$ cat config.mk
export PLATFORM = sky130hd
export DESIGN_NAME = axis_spi_slave_mode
export DESIGN_NICKNAME = d
export VERILOG_FILES = /design/src/rtl/axis_spi_slave_mode.sv
export SDC_FILE = /design/constraint.sdc
export NUM_CORES = 1
export LEC_CHECK = 0
export CELL_PAD_IN_SITES_DETAIL_PLACEMENT = 1
export CELL_PAD_IN_SITES_GLOBAL_PLACEMENT = 2
export CORE_MARGIN = 5
export CORE_UTILIZATION = 40
export DETAILED_ROUTE_END_ITERATION = 16
export PLACE_DENSITY = 0.85
export SYNTH_ARGS = -nofsm -noshare
export SYNTH_HDL_FRONTEND = slang
export SYNTH_SLANG_ARGS = --single-unit
$ cat constraint.sdc
create_clock -name aclk -period 3.23 [get_ports aclk]
set_clock_uncertainty 0.2 [all_clocks]
set_input_delay 0.646 -clock aclk [delete_from_list [all_inputs] [get_ports aclk]]
set_output_delay 0.646 -clock aclk [all_outputs]
set_load 0.02 [all_outputs]
$ cat src/rtl/axis_spi_slave_mode.sv
// axis_spi_slave_mode
//   SPI slave that bridges an external SPI master to AXI-Stream in the aclk
//   domain. The CPOL/CPHA mode, bit order, word width, TX FIFO depth and the
//   word sent when the FIFO is empty are all parameters. SCK is oversampled,
//   so aclk must run at least 8x SCK. No logic runs on SCK.
//
// Ports
//   aclk, aresetn          system clock, asynchronous active-low reset
//   SS_I, SCK_I, IO0_I     SPI pins from the master (slave select, clock, MOSI)
//   IO1_O, IO1_T           MISO data and tristate enable (1 = high-Z)
//   axis_rx_*              received words; tuser marks the first word of a frame
//   axis_tx_*              words to transmit, buffered in the TX FIFO
//   frame_active           a frame is in progress (synchronised SS low)
//   tx_underrun            pulse: a word load found the TX FIFO empty
//   rx_overflow            pulse: a completed word was dropped
//   rx_partial             pulse: SS rose with a partial word received
module axis_spi_slave_mode #(
  parameter int unsigned C_DATA_WIDTH    = 8,
  parameter int unsigned C_CPOL          = 0,
  parameter int unsigned C_CPHA          = 1,
  parameter int unsigned C_LSB_FIRST     = 0,
  parameter int unsigned C_TX_FIFO_DEPTH = 4,
  parameter int unsigned C_IDLE_WORD     = 0
) (
  input  logic                    aclk,
  input  logic                    aresetn,
  input  logic                    SS_I,
  input  logic                    SCK_I,
  input  logic                    IO0_I,
  output logic                    IO1_O,
  output logic                    IO1_T,
  output logic [C_DATA_WIDTH-1:0] axis_rx_tdata,
  output logic                    axis_rx_tuser,
  output logic                    axis_rx_tvalid,
  input  logic                    axis_rx_tready,
  input  logic [C_DATA_WIDTH-1:0] axis_tx_tdata,
  input  logic                    axis_tx_tvalid,
  output logic                    axis_tx_tready,
  output logic                    frame_active,
  output logic                    tx_underrun,
  output logic                    rx_overflow,
  output logic                    rx_partial
);

  localparam int unsigned W  = C_DATA_WIDTH;
  localparam int unsigned CW = $clog2(W);
  localparam int unsigned AW = $clog2(C_TX_FIFO_DEPTH);

  localparam logic [CW-1:0] LAST_BIT  = CW'(W - 1);
  localparam logic [W-1:0]  IDLE_WORD = W'(C_IDLE_WORD);
  localparam logic          CPOL      = C_CPOL[0];
  localparam logic          CPHA      = C_CPHA[0];
  localparam logic          LSB       = C_LSB_FIRST[0];

  localparam logic [0:0] S_IDLE   = 1'b0;
  localparam logic [0:0] S_ACTIVE = 1'b1;

  // Synchronisers and edge detection
  logic [1:0] ss_sync;
  logic [1:0] sck_sync;
  logic [1:0] mosi_sync;
  logic       ss_d;
  logic       sck_d;

  // SS history resets to 'low' so an SS held low across reset is not taken
  // as a new frame start; the block waits for SS to rise and fall again.
  always_ff @(posedge aclk or negedge aresetn) begin
    if (!aresetn) begin
      ss_sync   <= '0;
      ss_d      <= 1'b0;
      sck_sync  <= {2{CPOL}};
      sck_d     <= CPOL;
      mosi_sync <= '0;
    end else begin
      ss_sync   <= {ss_sync[0], SS_I};
      ss_d      <= ss_sync[1];
      sck_sync  <= {sck_sync[0], SCK_I};
      sck_d     <= sck_sync[1];
      mosi_sync <= {mosi_sync[0], IO0_I};
    end
  end

  logic ss_fall, ss_rise;
  logic sck_lead, sck_trail;
  logic sample_edge, shift_edge;

  assign ss_fall     = ss_d & ~ss_sync[1];
  assign ss_rise     = ~ss_d & ss_sync[1];
  assign sck_lead    = (sck_d == CPOL) && (sck_sync[1] != CPOL);
  assign sck_trail   = (sck_d != CPOL) && (sck_sync[1] == CPOL);
  assign sample_edge = CPHA ? sck_trail : sck_lead;
  assign shift_edge  = CPHA ? sck_lead : sck_trail;

  // TX FIFO (extra pointer MSB distinguishes full from empty)
  logic [W-1:0] fifo_mem [C_TX_FIFO_DEPTH];
  logic [AW:0]  wr_ptr, rd_ptr;
  logic         fifo_empty, fifo_full, push, pop;

  assign fifo_empty     = (wr_ptr == rd_ptr);
  assign fifo_full      = (wr_ptr[AW] != rd_ptr[AW]) &&
                          (wr_ptr[AW-1:0] == rd_ptr[AW-1:0]);
  assign axis_tx_tready = ~fifo_full;
  assign push           = axis_tx_tvalid & ~fifo_full;

  always_ff @(posedge aclk) begin
    if (push) fifo_mem[wr_ptr[AW-1:0]] <= axis_tx_tdata;
  end

  // Datapath control
  logic [0:0]    state;
  logic [CW-1:0] bit_cnt;
  logic          first_word;
  logic [W-1:0]  rx_sr, tx_sr;
  logic [W-1:0]  rx_next, tx_adv, load_word;
  logic          word_load, do_shift, sample, word_done, rx_accept;

  function automatic logic out_bit(input logic [W-1:0] v);
    return LSB ? v[0] : v[W-1];
  endfunction

  // A word is loaded on the first shift edge of each word (bit count 0);
  // with CPHA=0 the first word must already be on MISO before the first
  // sample edge, so it is loaded at SS fall instead.
  always_comb begin
    word_load = 1'b0;
    if (state == S_IDLE) word_load = ss_fall && !CPHA;
    else                 word_load = !ss_rise && shift_edge && (bit_cnt == '0);
  end

  assign do_shift  = (state == S_ACTIVE) && !ss_rise && shift_edge && !word_load;
  assign sample    = (state == S_ACTIVE) && !ss_rise && sample_edge;
  assign word_done = sample && (bit_cnt == LAST_BIT);
  assign rx_accept = !axis_rx_tvalid || axis_rx_tready;
  assign pop       = word_load & ~fifo_empty;
  assign load_word = fifo_empty ? IDLE_WORD : fifo_mem[rd_ptr[AW-1:0]];
  assign rx_next   = LSB ? {mosi_sync[1], rx_sr[W-1:1]} : {rx_sr[W-2:0], mosi_sync[1]};
  assign tx_adv    = LSB ? (tx_sr >> 1) : (tx_sr << 1);

  always_ff @(posedge aclk or negedge aresetn) begin
    if (!aresetn) begin
      state          <= S_IDLE;
      bit_cnt        <= '0;
      first_word     <= 1'b0;
      rx_sr          <= '0;
      tx_sr          <= '0;
      IO1_O          <= 1'b0;
      IO1_T          <= 1'b1;
      frame_active   <= 1'b0;
      tx_underrun    <= 1'b0;
      rx_overflow    <= 1'b0;
      rx_partial     <= 1'b0;
      axis_rx_tdata  <= '0;
      axis_rx_tuser  <= 1'b0;
      axis_rx_tvalid <= 1'b0;
      wr_ptr         <= '0;
      rd_ptr         <= '0;
    end else begin
      tx_underrun <= word_load & fifo_empty;
      rx_overflow <= word_done & ~rx_accept;
      rx_partial  <= (state == S_ACTIVE) & ss_rise & (bit_cnt != '0);

      if (push) wr_ptr <= wr_ptr + 1'b1;
      if (pop)  rd_ptr <= rd_ptr + 1'b1;

      if (word_load) begin
        tx_sr <= load_word;
        IO1_O <= out_bit(load_word);
      end else if (do_shift) begin
        tx_sr <= tx_adv;
        IO1_O <= out_bit(tx_adv);
      end

      if (state == S_IDLE) begin
        if (ss_fall) begin
          state        <= S_ACTIVE;
          bit_cnt      <= '0;
          first_word   <= 1'b1;
          IO1_T        <= 1'b0;
          frame_active <= 1'b1;
        end
      end else begin
        if (ss_rise) begin
          // SS rise has priority over a sample edge in the same cycle
          state        <= S_IDLE;
          bit_cnt      <= '0;
          IO1_T        <= 1'b1;
          frame_active <= 1'b0;
        end else if (sample) begin
          rx_sr   <= rx_next;
          bit_cnt <= (bit_cnt == LAST_BIT) ? '0 : bit_cnt + 1'b1;
        end
      end

      if (word_done && rx_accept) begin
        axis_rx_tdata  <= rx_next;
        axis_rx_tuser  <= first_word;
        axis_rx_tvalid <= 1'b1;
        first_word     <= 1'b0;
      end else if (axis_rx_tvalid && axis_rx_tready) begin
        axis_rx_tvalid <= 1'b0;
      end
    end
  end

endmodule

==> run_results.csv <==
group,metric,value,unit
status,run_status,"finished clean",
drt,first_pass_iters,4,
floorplan,start_util,40.5,%
sta,min_period,2910,ps
clock_network,ctsResizeCount,0,
setup_path,crit_chain,"xnor2_2 > nand3b_1 > clkdlybuf4s50_1",
setup_path,r2r_end,"rd_ptr[1]",
yosys,synth.distinct_cells,40,
power_and_ir_drop,seqPwrFrac,50.1,%
placed_design,dp.cells,337,
power_and_ir_drop,combPwrFrac,27.0,%
clock_network,clock-sinks,81,
sta,setup_viol,0,
yosys,ys_seq_elements,81,
setup_path,slowest_delay,600,ps
setup_path,startpoint_type,"flop",
clock_network,numCtsBuffers,9,
floorplan,fp.dieH,101,um
yosys,synth_adder_area_share,3.04,%
yosys,synthXorXnorAreaFrac,2.32,%
final_layout,syn2layout_area_growth,17.9,%
yosys,ys.flop_type,"dfrtp_1",
setup_path,arrival,2060,ps
final_layout,drive_gt1_share,22.2,%
power_and_ir_drop,power.share.clock,22.9,%
drt,wire_per_inst,16.8,um
setup_path,rrSetupSlack,1020,ps
final_layout,finalNonFillerCells,353,
setup_path,cpLargestDelayFamily,"buffers and inverters",
drt,drc,0,
yosys,synth_cells,204,
setup_path,end_kind,"output pin",
yosys,synth_compound_area_share,5.40,%
yosys,muxShareOfSynthArea,12.7,%
floorplan,num_rows,33,
clock_network,clk_latency,350,ps
drt,drt_iter0_drc,71,
global_routing,grt_pass1_vias,1988,
setup_path,path_max_fanout,11,
floorplan,die_w,101,um
setup_path,reg2reg_from,"bit_cnt[0]",
power_and_ir_drop,sw_frac_of_total,32.5,%
placed_design,port_buffers,31,
global_routing,grt_pass1_wl,10000,um
yosys,avgSynthCellArea,16.1,um^2
global_routing,antenna_found_initial,0,
power_and_ir_drop,intPower,1.99,mW
clock_network,cts_setup_buffers,0,
sta,slew_violations,0,
global_routing,grt_max_degree,50,
drt,ant_nets,0,
power_and_ir_drop,max-vdd-ir-drop,0.579,mV
clock_network,cts_hold_buffers,0,
placed_design,hpwl,4050,um
sta,finalCritPeriodShare,90.1,%
yosys,synth_nets,227,
floorplan,coreArea,8130,um^2
yosys,yosys.area_share.simple,7.98,%
drt,viasPerCell,5.03,
setup_path,slowest_stage,"clkdlybuf4s50_1",
final_layout,fin_nets,266,
yosys,seq_area_frac_synth,66.5,%
yosys,async_flop_share,60.5,%
sta,hold_violations,0,
clock_network,htree_levels,3,
power_and_ir_drop,cellPowerDensity,759,nW/um^2
drt,num_vias,1776,
clock_network,clkTransAtPathRegs,90,ps
global_routing,grt_usage,13.0,%
sta,tns,0,ps
yosys,yosys_warnings,0,
final_layout,antennaDiodeCount,0,
setup_path,worst-path-buf-inv,1,
sta,rsz0062_at_grt,"false",
clock_network,cts.root.buffer_cell,"clkbuf_8",
setup_path,critPathLaunch,"rd_ptr[1]",
clock_network,tritoncts,"done",
drt,wl,5920,um
placed_design,place_congestion,0.720,
min_path,hold_path.class,"reg2reg",
setup_path,critPathKind,"reg2out",
floorplan,die_area,10100,um^2
global_routing,grt_overflow,0,
clock_network,cts_buffer_depth,2,
yosys,synth_top_family_by_area,"multiplexers",
sta,hold_ws,143,ps
yosys,syn_area,3290,um^2
sta,fmax,344,MHz
power_and_ir_drop,power.leakage,1.57,nW
floorplan,ioPinCount,32,
sta,slew_headroom,40.3,%
setup_path,worst_ep_required_time,2380,ps
sta,tightestPinTransition,890,ps
setup_path,r2r_cells,6,
yosys,synth_edf_count,32,
power_and_ir_drop,p_sw,0.956,mW
min_path,worstHoldStart,"sck_sync[0]",
setup_path,endpoint,"axis_tx_tready",
job,cap_violations,0,
setup_path,worst-path-stages,3,
[worst min path at each step]
| stage | endpoint | slack, ps | cells past startpoint |
|---|---|---|---|
| global placement | mosi_sync[1] | 140 | 0 |
| CTS | sck_sync[1] | 150 | 0 |
| global route | sck_sync[1] | 160 | 0 |
| detailed placement | sck_sync[1] | 140 | 0 |
| finish | sck_sync[1] | 140 | 0 |
| floorplan | mosi_sync[1] | 130 | 0 |
[final cells by class]
cell class,instances,area (um^2)
Clock buffer,9,124
Sequential cell,81,2190
Multi-Input combinational cell,112,1030
Clock inverter,7,55.1
Timing Repair Buffer,34,328
Fill cell,791,4260
Inverter,5,18.8
Tap cell,105,131
[synthesized netlist by cell type, types with 2 or more instances]
master	n	share of area (%)
inv_1	5	0.57
mux2_1	2	0.68
edfxtp_1	32	29
nor2b_1	3	0.57
ha_1	8	3.0
nor2_1	12	1.4
mux2_2	7	2.4
and3_1	5	0.95
a21oi_1	10	1.5
dfrtp_1	48	37
xnor2_2	2	0.99
nand2_1	9	1.0
xnor2_1	4	1.1
a22oi_1	7	1.6
o21ai_0	3	0.46
nand2b_1	3	0.57
mux2_4	9	4.1
nand3_1	4	0.61
mux4_2	8	5.5
buf_6	3	1.0
[stage by stage]
| stage | power (mW) | cell area [um^2] | util, % | setup slack, ps |
|---|---|---|---|---|
| global placement | 2.26 | 3700 | 45.5 | 724 |
| CTS | 2.99 | 3880 | 47.7 | 286 |
| detailed placement | 2.31 | 3700 | 45.5 | 690 |
| floorplan | 2.06 | 3290 | - | 1280 |
| global route | 3.14 | 3880 | 47.7 | 210 |
| finish | 2.94 | 3880 | 47.7 | 320 |
[cell usage in the layout (no fill, tap or decap), types with 7 or more instances in the layout]
cell,n
a21oi_1,10
a22oi_1,7
clkbuf_8,9
clkdlybuf4s50_1,30
dfrtp_1,48
edfxtp_1,32
ha_1,8
mux2_2,7
mux2_4,9
mux4_2,8
nand2_1,9
nor2_1,12
[metal layers]
layer | wire length [um] | track usage (%) | vias to the layer above | share of wire (%)
met5 | 0 | 0 | - | 0
met2 | 2980 | 20.7 | 28 | 50
met1 | 2680 | 16.8 | 921 | 45
met3 | 167 | 2.84 | 6 | 2.8
li1 | - | - | 821 | -
met4 | 93 | 6.74 | 0 | 1.6
[power groups by stage]
stage | clock network (mW) | registers (mW) | logic (mW)
after CTS | 0.699 | 1.48 | 0.812
final | 0.674 | 1.47 | 0.795
after floorplan | 0 | 1.44 | 0.620
after global placement | 0 | 1.48 | 0.778
after detailed placement | 0 | 1.50 | 0.809
after global routing | 0.748 | 1.51 | 0.881
[sequential cells by signal, summed over array words and instances (netlist names)]
register and cells:
fifo_mem 32, wr_ptr 3, ss_d 1, rd_ptr 3, rx_overflow 1, sck_sync 2
state 1, bit_cnt 3, axis_rx_tdata 8, tx_sr 7, IO1_O 1, mosi_sync 2
rx_sr 7, axis_rx_tuser 1, IO1_T 1, sck_d 1, frame_active 1, rx_partial 1
tx_underrun 1, first_word 1, ss_sync 2, axis_rx_tvalid 1
[cell families after synthesis]
| kind of cell | after synthesis |
|---|---|
| simple gates | 45 |
| compound gates | 26 |
| flops | 81 |
| fa+ha+maj | 8 |
| xor+xnor | 7 |
| buf+inv | 11 |
| mux | 26 |
No activity file was read; power rests on OpenSTA's default activity.
